### config.mk
export PLATFORM = sky130hd
export DESIGN_NAME = byte_unstriping_flat
export DESIGN_NICKNAME = d
export VERILOG_FILES = /design/src/rtl/byte_unstriping_if.sv /design/src/rtl/byte_unstriping.sv /design/src/flat_wrapper.sv
export SDC_FILE = /design/constraint.sdc
export NUM_CORES = 1
export LEC_CHECK = 0
export ABC_AREA = 1
export BUFFER_PORTS_ARGS = -buffer_cell sky130_fd_sc_hd__buf_2
export CAP_MARGIN = 20
export CORE_UTILIZATION = 30
export CTS_BUF_LIST = sky130_fd_sc_hd__clkbuf_8 sky130_fd_sc_hd__clkbuf_16
export DETAILED_ROUTE_END_ITERATION = 16
export GPL_ROUTABILITY_DRIVEN = 0
export GPL_TIMING_DRIVEN = 0
export PLACE_DENSITY_LB_ADDON = 0.2
export SYNTH_ARGS = -nofsm -noshare
export SYNTH_HDL_FRONTEND = slang
export SYNTH_SLANG_ARGS = --single-unit
### constraint.sdc
create_clock -name clk_2f -period 3 [get_ports clk_2f]
set_input_delay 0.45 -clock clk_2f [delete_from_list [all_inputs] [get_ports clk_2f]]
set_output_delay 0.45 -clock clk_2f [all_outputs]
set_load 0.02 [all_outputs]
### src/rtl/byte_unstriping_if.sv
`default_nettype none
// ============================================================================
// Module   : byte_unstriping_if
// Brief    : Lane inputs and merged-stream outputs of the two-lane unstriper.
//            The master drives the lanes; the slave (unstriper) drives the
//            merged word and the sticky overflow flags.
// Revision : 1.0 - initial release
// ============================================================================
interface byte_unstriping_if #(
  parameter int DATA_W = 32
);
  logic              valid_0;
  logic [DATA_W-1:0] lane_0;
  logic              valid_1;
  logic [DATA_W-1:0] lane_1;
  logic              valid_out;
  logic [DATA_W-1:0] Data_out;
  logic              overflow_0;
  logic              overflow_1;

  modport master (
    output valid_0, lane_0, valid_1, lane_1,
    input  valid_out, Data_out, overflow_0, overflow_1
  );

  modport slave (
    input  valid_0, lane_0, valid_1, lane_1,
    output valid_out, Data_out, overflow_0, overflow_1
  );
endinterface
`default_nettype wire

### src/rtl/byte_unstriping.sv
`default_nettype none
// ============================================================================
// Module   : byte_unstriping
// Brief    : Merges words from lane 0 and lane 1 back into one ordered
//            stream (L0, L1, L0, ...). Each lane has its own FIFO to absorb
//            inter-lane skew; a two-state FSM picks which FIFO may pop.
// Revision : 1.0 - initial release
// ============================================================================
module byte_unstriping #(
  parameter int DATA_W     = 32,
  parameter int FIFO_DEPTH = 4
) (
  input  wire logic        clk_2f,
  input  wire logic        reset,
  byte_unstriping_if.slave bus
);

  localparam int PTR_W = $clog2(FIFO_DEPTH);
  localparam int CNT_W = PTR_W + 1;

  localparam logic [PTR_W-1:0] c_ptr_one  = PTR_W'(1);
  localparam logic [CNT_W-1:0] c_cnt_one  = CNT_W'(1);
  localparam logic [CNT_W-1:0] c_cnt_full = CNT_W'(FIFO_DEPTH);

  typedef enum logic [0:0] {
    WAIT_L0 = 1'b0,
    WAIT_L1 = 1'b1
  } state_t;

  state_t r_state;
  state_t w_state_nxt;

  logic [1:0]             w_push;
  logic [1:0]             w_pop;
  logic [1:0]             w_empty;
  logic [1:0]             w_full;
  logic [1:0]             w_overflow;
  logic [1:0][DATA_W-1:0] w_lane_data;
  logic [1:0][DATA_W-1:0] w_head;

  logic              r_valid_out;
  logic [DATA_W-1:0] r_data_out;

  assign w_push         = {bus.valid_1, bus.valid_0};
  assign w_lane_data[0] = bus.lane_0;
  assign w_lane_data[1] = bus.lane_1;

  // Per-lane FIFO. Emptiness comes from the registered count, so a word
  // pushed into an empty FIFO becomes poppable one cycle later (no bypass).
  for (genvar g = 0; g < 2; g++) begin : g_lane
    logic [DATA_W-1:0] r_mem [FIFO_DEPTH];
    logic [PTR_W-1:0]  r_wptr;
    logic [PTR_W-1:0]  r_rptr;
    logic [CNT_W-1:0]  r_cnt;
    logic              r_overflow;
    logic              w_accept;

    assign w_empty[g]    = (r_cnt == '0);
    assign w_full[g]     = (r_cnt == c_cnt_full);
    // A full FIFO still takes the word when its head leaves on the same edge.
    assign w_accept      = w_push[g] & (~w_full[g] | w_pop[g]);
    assign w_head[g]     = r_mem[r_rptr];
    assign w_overflow[g] = r_overflow;

    // Storage array: data only, contents are don't-care while empty.
    always_ff @(posedge clk_2f) begin
      if (w_accept) begin
        r_mem[r_wptr] <= w_lane_data[g];
      end
    end

    // Pointers wrap naturally modulo the power-of-two depth; count tracks fill.
    always_ff @(posedge clk_2f or negedge reset) begin
      if (!reset) begin
        r_wptr <= '0;
        r_rptr <= '0;
        r_cnt  <= '0;
      end else begin
        if (w_accept) begin
          r_wptr <= r_wptr + c_ptr_one;
        end
        if (w_pop[g]) begin
          r_rptr <= r_rptr + c_ptr_one;
        end
        case ({w_accept, w_pop[g]})
          2'b10:   r_cnt <= r_cnt + c_cnt_one;
          2'b01:   r_cnt <= r_cnt - c_cnt_one;
          default: r_cnt <= r_cnt;
        endcase
      end
    end

    // Sticky flag: a push was dropped because the FIFO was full with no pop.
    always_ff @(posedge clk_2f or negedge reset) begin
      if (!reset) begin
        r_overflow <= 1'b0;
      end else if (w_push[g] & w_full[g] & ~w_pop[g]) begin
        r_overflow <= 1'b1;
      end
    end
  end

  // FSM state register.
  always_ff @(posedge clk_2f or negedge reset) begin
    if (!reset) begin
      r_state <= WAIT_L0;
    end else begin
      r_state <= w_state_nxt;
    end
  end

  // Pop decision: only the expected lane may pop, so a stall never skips a lane.
  always_comb begin
    w_state_nxt = r_state;
    w_pop       = 2'b00;
    case (r_state)
      WAIT_L0: begin
        if (!w_empty[0]) begin
          w_pop[0]    = 1'b1;
          w_state_nxt = WAIT_L1;
        end
      end
      WAIT_L1: begin
        if (!w_empty[1]) begin
          w_pop[1]    = 1'b1;
          w_state_nxt = WAIT_L0;
        end
      end
    endcase
  end

  // Output register: load the popped head, otherwise hold the last word.
  always_ff @(posedge clk_2f or negedge reset) begin
    if (!reset) begin
      r_valid_out <= 1'b0;
      r_data_out  <= '0;
    end else begin
      r_valid_out <= |w_pop;
      if (w_pop[0]) begin
        r_data_out <= w_head[0];
      end else if (w_pop[1]) begin
        r_data_out <= w_head[1];
      end
    end
  end

  assign bus.valid_out  = r_valid_out;
  assign bus.Data_out   = r_data_out;
  assign bus.overflow_0 = w_overflow[0];
  assign bus.overflow_1 = w_overflow[1];

endmodule
`default_nettype wire

### src/flat_wrapper.sv
// flat-port wrapper written by rule: the top's interface ports become plain ports
module byte_unstriping_flat 
#(
  parameter int DATA_W     = 32,
  parameter int FIFO_DEPTH = 4
)
  (clk_2f, reset, bus_valid_0, bus_lane_0, bus_valid_1, bus_lane_1, bus_valid_out, bus_Data_out, bus_overflow_0, bus_overflow_1);
  byte_unstriping_if #(.DATA_W(DATA_W)) bus_i ();
  input  wire logic clk_2f;
  input  wire logic reset;
  input wire logic [$bits(bus_i.valid_0)-1:0] bus_valid_0;
  input wire logic [$bits(bus_i.lane_0)-1:0] bus_lane_0;
  input wire logic [$bits(bus_i.valid_1)-1:0] bus_valid_1;
  input wire logic [$bits(bus_i.lane_1)-1:0] bus_lane_1;
  output wire logic [$bits(bus_i.valid_out)-1:0] bus_valid_out;
  output wire logic [$bits(bus_i.Data_out)-1:0] bus_Data_out;
  output wire logic [$bits(bus_i.overflow_0)-1:0] bus_overflow_0;
  output wire logic [$bits(bus_i.overflow_1)-1:0] bus_overflow_1;
  assign bus_i.valid_0 = bus_valid_0;
  assign bus_i.lane_0 = bus_lane_0;
  assign bus_i.valid_1 = bus_valid_1;
  assign bus_i.lane_1 = bus_lane_1;
  assign bus_valid_out = bus_i.valid_out;
  assign bus_Data_out = bus_i.Data_out;
  assign bus_overflow_0 = bus_i.overflow_0;
  assign bus_overflow_1 = bus_i.overflow_1;
  byte_unstriping #(.DATA_W(DATA_W), .FIFO_DEPTH(FIFO_DEPTH)) u_core (.clk_2f(clk_2f), .reset(reset), .bus(bus_i));
endmodule
### Yosys cells after proc, flatten, opt, wreduce, memory -nomap -nowiden

Memory sizes are Yosys's and may differ from the RTL's.
Cells that the tools add are included.

* add/subtract/negate cells: 8
* equal/unequal tests: 6
* muxes and demuxes: 14
* bitwise logic cells: 13
* reduce and logical (&&, ||, !) cells: 6

Operators with widths (number)
* $mux 32: 2
* $pmux 3 s2: 2
* $mux 1: 9
* $add 2x1->2 const B: 4
* $add 3x1->3 const B: 2
* $and 1x1->1: 6
* $eq 3x3->1 const B: 2
* $logic_not 3->1: 2
* $reduce_bool 2->1: 3
* $sub 3x1->3 const B: 2
* $not 1->1: 5
* $eq 2x1->1 const B: 2
* $eq 2x2->1 const B: 2
* $or 1x1->1: 2
* $pmux 1 s2: 1
* $reduce_or 2->1: 1

* flip-flop bits (word level): 50
* bits in writable memories: 256
* input bits: 68
* output and inout port bits: 35
* word-level logic and storage cells: 60
* memories kept: 2

Memory list
* u_core.g_lane[0].r_mem: depth 4, bits a word 32, rd ports 1, clocked after Yosys merged registers in 0, wr ports 1, line byte_unstriping.sv:51 `logic [DATA_W-1:0] r_mem [FIFO_DEPTH];`
* u_core.g_lane[1].r_mem: depth 4, bits a word 32, rd ports 1, clocked after Yosys merged registers in 0, wr ports 1, line byte_unstriping.sv:51

### Longest topological paths before layout

Gate-level depths: netlist of the first run.

* depth after elaboration: 7
* gate-level depth with buffers: 12
* mapped depth without buffers: 12

### Worst setup path before layout of the first run

OpenSTA, ideal clock, no wires.

* kind: register to register
* start: register u_core.r_state
* end: memory u_core.g_lane[1].r_mem[0][0] (enable)
* setup time: 0.421 ns
* arrival: 2.172 ns
* required time: 2.579 ns
* setup slack: 0.407 ns
* stages on the path, launching flop included: 5
* buffers on the path: 0
* period minus slack after synthesis: 2.593 ns
* cells stage by stage: dfrtp_1 -> inv_2 -> nand3_1 -> nand2_1 -> nor2_1

* word-level cells in the longest chain between the ends: 5

Ends and longest elaborated chain
* from (decl): line byte_unstriping.sv:30 `state_t r_state;`
* from (signal assigned): line byte_unstriping.sv:108 `r_state <= w_state_nxt;`
* $mux 1: line byte_unstriping.sv:116 `case (r_state)`
* $or 1x1->1: line byte_unstriping.sv:61 `assign w_accept = w_push[g] & (~w_full[g] | w_pop[g]);`
* $and 1x1->1: line byte_unstriping.sv:61
* $mux 1: line byte_unstriping.sv:67 `if (w_accept) begin`
* $mux 1 (not written as such): line byte_unstriping.sv:68 `r_mem[r_wptr] <= w_lane_data[g];`
* to (decl): line byte_unstriping.sv:51

Every way passes these cells.

### Final worst setup path of the first run

* start: register u_core.r_state
* end: memory u_core.g_lane[1].r_mem[1][1] (enable)

The elaborated chain is that of the path after synthesis.

==> results.txt, run 1 <==
----------------------------------------------------
[Outcome]
  Outcome ... completed

[Route]
  Remaining routing DRC violations ... 0
  Total wirelength of the detailed-routed design ... 30580 um
  Top Metal Used ... met4
  Detailed router's first-iteration violation count ... 498
  Wire length on met2 ... 14260 um
  Routed vias/inst ... 4.530
  Sum of met3 wire segment lengths after detailed routing ... 1195 um
  Antenna Violating Nets Remaining ... 0
  Via count ... 7588
  Drt wl/cell ... 18.26 um
  Detailed-routing wirelength on met1 ... 14480 um
  First-pass iteration count of the detailed router ... 5

[Synthesis]
  Mapped Avg Cell Area ... 12.39 um2
  Post-synthesis cell type with the largest combined area ... sky130_fd_sc_hd__edfxtp_1
  Synth top cells by count ... sky130_fd_sc_hd__edfxtp_1, sky130_fd_sc_hd__nor2_1, sky130_fd_sc_hd__o21ai_0, sky130_fd_sc_hd__nand2_1, sky130_fd_sc_hd__dfrtp_1
  Async SR Flop Fraction ... 0.1634
  Flops & latches, synth ... 306
  Net count of the mapped netlist ... 1053
  Most common cell in the synthesized netlist ... sky130_fd_sc_hd__edfxtp_1
  Count of distinct cell types in the synthesized netlist ... 27
  Ys flop type ... sky130_fd_sc_hd__edfxtp_1
  Post-Synthesis Cell Area ... 0.01208 mm2
  Number of warning messages in the yosys log ... 0
  Count of flip-flops with a built-in enable after synthesis ... 256
  Area share of the largest cell type after synthesis ... 0.6362
  Number of instances in the synthesized netlist ... 975
  Cell types occupying the most area after synthesis ... sky130_fd_sc_hd__edfxtp_1, sky130_fd_sc_hd__dfrtp_1, sky130_fd_sc_hd__o21ai_0
  Part of the Yosys area used for sequential elements ... 0.7398

[Timing]
  Max frequency ... 0.4628 GHz
  Final number of setup-violating endpoints ... 0
  Min Hold Slack ... 0.1473 ns
  Hold violation total from the final report ... 0
  Ratio of final minimum period to clock period ... 0.7203
  Setup repair after global routing missed its margin ... no
  Fin crit period ... 2.161 ns
  Total negative slack ... 0 ns
  Worst Clk Skew ... 0.01809 ns
  Max-slew headroom at the worst pin ... 0.5778
  Number of pins with negative max-slew slack in the final report ... 0
  Transition time at the pin with the least slew margin ... 0.6318 ns
  Worst Setup Slack, final ... 0.8392 ns

[Layout]
  Area delta synth->final ... 20.79%
  Layout net count ... 1202
  Fillcell total ... 3921
  Post-layout instance area ... 0.01460 mm2
  Inserted Diodes ... 0
  Utilization of the core after routing ... 0.3673
  Share of post-route cells with drive strength above 1 ... 0.1957
  Non-filler cells in the finished layout ... 1675

[Setup path]
  Reg2Reg Depth ... 5
  Levels on crit path ... 5
  Crit path capture type ... register
  Worst Setup SP ... u_core.r_state
  Highest net fanout along the worst path ... 17
  Endpoint of the worst register-to-register path ... u_core.g_lane[1].r_mem[1][1]
  Peak per-stage delay on the critical path ... 0.60 ns
  Cell-by-cell listing of the critical path ... inv_2 -> nand3_1 -> nand2_1 -> nor2_4 -> buf_16
  Worst path slowest cell ... sky130_fd_sc_hd__nor2_4
  Critical register-to-register path startpoint ... u_core.r_state
  Required time at the worst-slack endpoint ... 3.21 ns
  Worst endpoint data arrival time ... 2.37 ns
  CP Class ... reg -> reg
  Cell family with the largest share of critical-path delay ... simple AND/OR/NAND/NOR gates
  Crit path buffers/inverters ... 2
  Startpoint type of the worst setup path ... register
  Critical path endpoint ... u_core.g_lane[1].r_mem[1][1]
  Setup slack on the worst flop-to-flop path ... 0.84 ns

[GRT]
  Grt ovf ... 0
  Antenna violations before repair ... 0
  Number of global-route vias before repair ... 7617
  Maximum number of pins on one net before global-route repair ... 36
  Global-route wire length before repair ... 45960 um
  All-Layer GR Usage ... 0.1494

[Place]
  PortBufs ... 102
  Post-detailed-placement half-perimeter wirelength ... 20760 um
  Post-place instance area ... 0.01351 mm2
  Total instance count after detailed placement ... 1611
  Worst setup slack before clock tree synthesis ... 0.7737 ns

[Hold path]
  Number of instances on the worst hold path ... 1
  Hold Crit Class ... in -> reg

[Pwr]
  Worst vdd rail ir drop ... 0.4239 mV
  Leakage power summed over all cells ... 5.439 nW
  Cell area power density ... 1084 mW/mm2
  PnR Total Power ... 15.83 mW

[Floorplan]
  Num rows ... 73
  Die height ... 202.7 um
  Die area ... 0.04108 mm2
  I/O pin cnt ... 103
  Starting density of the core ... 0.3041
  Die extent in x ... 202.7 um
  CORE AREA ... 0.03973 mm2

[Clocking]
  Buffer cell driving the clock tree root ... sky130_fd_sc_hd__clkbuf_16
  TritonCTS clock tree ... done
  Clock slew at the register clock pins of the worst setup and hold paths ... 0.06 ns
  Clock latency reported for the late side of the worst-skew pair ... 0.52 ns
  Number of buffers created by CTS ... 35
  Buffer depth of the longest clock path ... 3
  Number of clock sinks ... 306
  Setup bufs post-CTS ... 0
  Deepest level of the CTS H-tree ... 2
  Resized cells post-CTS ... 0

[Flow run]
  Number of maximum-capacitance violations ... 0

----------------------------------------------------
==> layout make-up <==
type,instances,area [um2],area share
multi-input cells,589,2798,0.1917
plain buffers,51,295.3,0.02023
well taps,525,656.9,0.04501
inverters,29,111.4,0.007630
repair buffers,112,723.2,0.04955
clock buffers,38,928.4,0.06361
flip-flops and latches,306,8939,0.6124
clock inverters,25,143.9,0.009859
==> where the power goes <==
| group | internal, mW | switching (mW) |
|---|---|---|
| clock network | 2.31 | 1.67 |
| logic | 1.77 | 3.87 |
| registers | 5.75 | 0.453 |
| total | 9.84 | 5.99 |
==> flip-flops by register name, summed over array words and instances (netlist names) <==
signal / flops
u_core.g_lane.r_cnt: 6
u_core.bus.Data_out: 32
u_core.r_state: 1
u_core.bus.overflow_0: 1
u_core.g_lane.r_mem: 256
u_core.bus.overflow_1: 1
u_core.bus.valid_out: 1
u_core.g_lane.r_wptr: 4
u_core.g_lane.r_rptr: 4
==> cell families after synthesis <==
logic type	Yosys count	share of synthesized area
DFF	306	0.7398
buffers and inverters	80	0.03365
xor gates and xnor gates	5	0.003624
adders and majority gates	10	0.01160
and+or+nand+nor	372	0.1254
AOI/OAI and AO/OA	202	0.08595
==> worst reg2reg max path, cell delays in order, from the launching register on <==
cell,delay (ns)
sky130_fd_sc_hd__dfrtp_1,0.47
sky130_fd_sc_hd__inv_2,0.12
sky130_fd_sc_hd__nand3_1,0.12
sky130_fd_sc_hd__nand2_1,0.29
sky130_fd_sc_hd__nor2_4,0.60
sky130_fd_sc_hd__buf_16,0.25
==> cell usage in the layout, fill, tap and decap left out, types with 2 or more instances in the layout <==
master and instances:
sky130_fd_sc_hd__a21oi_1 2, sky130_fd_sc_hd__a21oi_4 2, sky130_fd_sc_hd__buf_12 6, sky130_fd_sc_hd__buf_16 3, sky130_fd_sc_hd__buf_2 129, sky130_fd_sc_hd__buf_4 10, sky130_fd_sc_hd__buf_6 4, sky130_fd_sc_hd__clkbuf_1 8
sky130_fd_sc_hd__clkbuf_16 36, sky130_fd_sc_hd__clkbuf_2 2, sky130_fd_sc_hd__clkbuf_8 2, sky130_fd_sc_hd__clkinv_1 3, sky130_fd_sc_hd__clkinv_2 2, sky130_fd_sc_hd__dfrtp_1 50, sky130_fd_sc_hd__edfxtp_1 256, sky130_fd_sc_hd__fa_1 2
sky130_fd_sc_hd__ha_1 8, sky130_fd_sc_hd__inv_1 43, sky130_fd_sc_hd__nand2_1 108, sky130_fd_sc_hd__nand2_2 7, sky130_fd_sc_hd__nand2_4 2, sky130_fd_sc_hd__nand3_1 40, sky130_fd_sc_hd__nor2_1 200, sky130_fd_sc_hd__nor2_2 2
sky130_fd_sc_hd__nor2_4 11, sky130_fd_sc_hd__o21ai_0 177, sky130_fd_sc_hd__o21ai_1 19, sky130_fd_sc_hd__o21bai_1 2, sky130_fd_sc_hd__xor2_1 5
==> worst min path at each step <==
stage | to | slack [ns] | from
final | u_core.g_lane[0].r_mem[0][25] | 0.15 | bus_lane_0[25]
after global routing | u_core.g_lane[0].r_mem[1][25] | 0.14 | bus_lane_0[25]
after CTS | u_core.g_lane[0].r_mem[1][14] | 0.13 | bus_lane_0[14]
after detailed placement | u_core.bus.Data_out[10] | 0.40 | reset
after global placement | u_core.g_lane[0].r_cnt[2] | 0.48 | u_core.g_lane[0].r_cnt[2]
after floorplan | u_core.bus.Data_out[0] | 0.15 | reset
==> metal layers <==
layer,up-vias,global-route usage
met5,-,0
met4,0,0.04511
met2,152,0.2422
li1,3697,-
met1,3701,0.2059
met3,38,0.02343
==> repair_timing <==
item | CTS | global route
hold buffers | 1 | 0
hold endpoints to repair | 15 | 0
setup endpoints to repair | 0 | 0
Power figures use the tool's default switching activity.
==> run 2, diff against run 1 <==
--- a/config.mk
+++ b/config.mk
@@ -5,7 +5,7 @@
 export SDC_FILE = /design/constraint.sdc
 export NUM_CORES = 1
 export LEC_CHECK = 0
-export ABC_AREA = 1
+export ABC_AREA = 0
 export BUFFER_PORTS_ARGS = -buffer_cell sky130_fd_sc_hd__buf_2
 export CAP_MARGIN = 20
 export CORE_UTILIZATION = 30
==> constraint.sdc (replaced) <==
create_clock -name clk_2f -period 1.9 [get_ports clk_2f]
set_input_delay 0.285 -clock clk_2f [delete_from_list [all_inputs] [get_ports clk_2f]]
set_output_delay 0.285 -clock clk_2f [all_outputs]
set_load 0.02 [all_outputs]
==> results.txt, run 2 <==
----------------------------------------------------
[Timing]
  Worst Setup Slack, final ... 0.07725 ns
  Min Hold Slack ... 0.02179 ns
  Transition time at the pin with the least slew margin ... 0.5536 ns
  Hold violation total from the final report ... 0
  Final number of setup-violating endpoints ... 0
  Fin crit period ... 1.823 ns
  Setup repair after global routing missed its margin ... yes
  Max frequency ... 0.5486 GHz
  Max-slew headroom at the worst pin ... 0.6310
  Number of pins with negative max-slew slack in the final report ... 0
  Ratio of final minimum period to clock period ... 0.9593
  Worst Clk Skew ... 0.01688 ns

[Route]
  Drt wl/cell ... 21.67 um
  Detailed router's first-iteration violation count ... 359
  Routed vias/inst ... 4.604
  Total wirelength of the detailed-routed design ... 28690 um
  Top Metal Used ... met4
  Sum of met3 wire segment lengths after detailed routing ... 1565 um
  First-pass iteration count of the detailed router ... 4
  Detailed-routing wirelength on met1 ... 11980 um
  Wire length on met2 ... 14680 um
  Antenna Violating Nets Remaining ... 0
  Remaining routing DRC violations ... 0
  Via count ... 6096

[Setup path]
  Cell-by-cell listing of the critical path ... nor2_2 -> a31oi_4 -> and2_4
  Setup slack on the worst flop-to-flop path ... 0.08 ns
  Critical register-to-register path startpoint ... u_core.g_lane[0].r_cnt[0]
  Endpoint of the worst register-to-register path ... u_core.g_lane[0].r_mem[1][20]
  Reg2Reg Depth ... 3
  Worst endpoint data arrival time ... 1.96 ns
  Peak per-stage delay on the critical path ... 0.59 ns
  Required time at the worst-slack endpoint ... 2.04 ns
  Startpoint type of the worst setup path ... register
  Critical path endpoint ... u_core.g_lane[0].r_mem[1][20]
  Crit path capture type ... register
  Worst Setup SP ... u_core.g_lane[0].r_cnt[0]
  Worst path slowest cell ... sky130_fd_sc_hd__and2_4
  CP Class ... reg -> reg
  Highest net fanout along the worst path ... 32

[Clocking]
  Deepest level of the CTS H-tree ... 2
  Number of buffers created by CTS ... 35
  Clock slew at the register clock pins of the worst setup and hold paths ... 0.06 ns
  Clock latency reported for the late side of the worst-skew pair ... 0.51 ns
  Number of clock sinks ... 306
  TritonCTS clock tree ... done
  Buffer depth of the longest clock path ... 3
  Buffer cell driving the clock tree root ... sky130_fd_sc_hd__clkbuf_16

[Layout]
  Share of post-route cells with drive strength above 1 ... 0.3099
  Largest register FFs ... 256
  Leading cell type in the layout, fill and taps excluded ... sky130_fd_sc_hd__edfxtp_1
  Fillcell total ... 3525
  Non-filler cells in the finished layout ... 1324
  Area delta synth->final ... 28.26%
  Register bank with the most flops ... u_core.g_lane.r_mem
  Layout net count ... 863
  Most frequent cells in the layout ... sky130_fd_sc_hd__edfxtp_1, sky130_fd_sc_hd__buf_2, sky130_fd_sc_hd__nand2_1, sky130_fd_sc_hd__dlygate4sd3_1, sky130_fd_sc_hd__dfrtp_1

[Pwr]
  Gate power share ... 0.333
  Cell internal power dissipation ... 16.53 mW
  Fraction of power consumed by sequential logic ... 0.397
  Worst vdd rail ir drop ... 1.033 mV
  Part of the power in the clock network ... 0.270
  Leakage power summed over all cells ... 5.538 nW
  NetSw ... 7.825 mW
  Cell area power density ... 1624 mW/mm2
  Switching fraction of total power ... 0.3212

[Synthesis]
  Part of the Yosys area used for sequential elements ... 0.7641
  Number of warning messages in the yosys log ... 0
  Count of flip-flops with a built-in enable after synthesis ... 256
  Net count of the mapped netlist ... 640
  Area share of the largest cell type after synthesis ... 0.6572
  Async SR Flop Fraction ... 0.1634
  Post-synthesis cell type with the largest combined area ... sky130_fd_sc_hd__edfxtp_1
  Count of distinct cell types in the synthesized netlist ... 37
  Mapped Avg Cell Area ... 20.81 um2
  Most common cell in the synthesized netlist ... sky130_fd_sc_hd__edfxtp_1
  Post-Synthesis Cell Area ... 0.01170 mm2
  Number of instances in the synthesized netlist ... 562
  Flops & latches, synth ... 306
  Ys flop type ... sky130_fd_sc_hd__edfxtp_1
  Synth top cells by count ... sky130_fd_sc_hd__edfxtp_1, sky130_fd_sc_hd__nand2_1, sky130_fd_sc_hd__dfrtp_1, sky130_fd_sc_hd__mux4_2, sky130_fd_sc_hd__a22oi_1
  Cell types occupying the most area after synthesis ... sky130_fd_sc_hd__edfxtp_1, sky130_fd_sc_hd__dfrtp_1, sky130_fd_sc_hd__mux4_1

[Place]
  Worst setup slack before clock tree synthesis ... -0.4967 ns
  Post-detailed-placement half-perimeter wirelength ... 16760 um
  Total instance count after detailed placement ... 1176
  PortBufs ... 102

[Hold path]
  Hold Crit Class ... in -> reg

[Floorplan]
  Die area ... 0.03978 mm2
  I/O pin cnt ... 103
  CORE AREA ... 0.03802 mm2
  Die height ... 199.5 um
  Num rows ... 71
  Starting density of the core ... 0.3077
  Die extent in x ... 199.5 um

[Flow run]
  Number of maximum-capacitance violations ... 0

[GRT]
  Global-route wire length before repair ... 42190 um
  All-Layer GR Usage ... 0.1497
  Antenna violations before repair ... 3
  Number of global-route vias before repair ... 6672
  Maximum number of pins on one net before global-route repair ... 34
  Grt ovf ... 0

[Outcome]
  Outcome ... completed

----------------------------------------------------
[run 2: changes by cell type after synthesis, moves of 8 or more]
cell | previous run | this run
sky130_fd_sc_hd__inv_1 | 27 | 11
sky130_fd_sc_hd__a22oi_1 | 0 | 32
sky130_fd_sc_hd__buf_2 | 27 | 10
sky130_fd_sc_hd__mux4_2 | 0 | 33
sky130_fd_sc_hd__o21ai_1 | 19 | 1
sky130_fd_sc_hd__mux4_1 | 0 | 31
sky130_fd_sc_hd__nand3_1 | 40 | 0
sky130_fd_sc_hd__o21ai_0 | 177 | 2
sky130_fd_sc_hd__and2_1 | 0 | 8
sky130_fd_sc_hd__nor2_1 | 208 | 1
sky130_fd_sc_hd__nand2_1 | 108 | 69
[run 2: logic make-up after synthesis]
| kind of cell | share of synthesized area |
|---|---|
| buffers and inverters | 0.01968 |
| muxes | 0.1357 |
| AOI/OAI and AO/OA | 0.02824 |
| DFF | 0.7641 |
| and+or+nand+nor | 0.03273 |
| xor gates and xnor gates | 0.007487 |
| adders and majority gates | 0.01198 |
[run 2: layout make-up]
class | instances | area (um2) | area share
Buffer | 27 | 212.7 | 0.01418
Tap cell | 511 | 639.4 | 0.04262
Inverter | 11 | 41.29 | 0.002752
Clock buffer | 44 | 1011 | 0.06738
Clock inverter | 18 | 140.1 | 0.009340
Timing Repair Buffer | 180 | 1356 | 0.09040
Sequential cell | 306 | 8941 | 0.5959
Antenna cell | 3 | 7.507 | 0.0005004
Multi-Input combinational cell | 224 | 2654 | 0.1769
[run 2: worst min path at each step]
stage	depth (start not counted)	endpoint	slack, ns	from
floorplan	0	u_core.bus.Data_out[0]	-0.01	reset
global placement	2	u_core.bus.Data_out[27]	0.46	u_core.bus.Data_out[27]
detailed placement	1	u_core.bus.Data_out[15]	0.30	reset
CTS	1	u_core.g_lane[1].r_mem[2][28]	0.003	bus_lane_1[28]
global route	1	u_core.g_lane[1].r_mem[2][28]	0.005	bus_lane_1[28]
finish	1	u_core.g_lane[1].r_mem[2][28]	0.02	bus_lane_1[28]
[run 2: layer usage]
layer / vias to the layer above / track usage
met2: 132 / 0.2564
met1: 3199 / 0.1873
met4: 0 / 0.04863
li1: 2727 / -
met5: - / 0
met3: 38 / 0.03392
[run 2: stage by stage]
stage	total power, mW	cell area (um2)	util	setup TNS, ns
finish	24.36	15000	0.3946	0
global route	25.63	15000	0.3944	-1.769
CTS	24.45	14800	0.3892	-0.002795
detailed placement	17.27	12880	0.3388	-113.18
global placement	17.00	12860	0.3382	-92.35
floorplan	14.62	11710	-	0
[run 2: power by group through the flow]
stage / Sequential, mW / Clock [mW] / Combinational [mW]
finish: 9.67 / 6.57 / 8.12
global route: 9.83 / 6.97 / 8.83
detailed placement: 9.84 / 0 / 7.43
floorplan: 10.1 / 0 / 4.53
global placement: 9.73 / 0 / 7.27
CTS: 9.69 / 6.74 / 8.03
[run 2: repair_timing]
item                       4_1_cts  5_1_grt
hold endpoints to repair       268        0
hold buffers                    64        0
gates cloned                     6        0
gates resized for setup         23       15
pin swaps                        8        7
setup buffers                    3       10
setup endpoints to repair      269      239
[run 2: worst max-delay path, delay by kind of cell, from the launching register on]
kind             cells  cell delay, ns
AO/OA/AOI/OAI        1            0.34
flip-flops           1            0.42
AND/OR/NAND/NOR      2            0.69
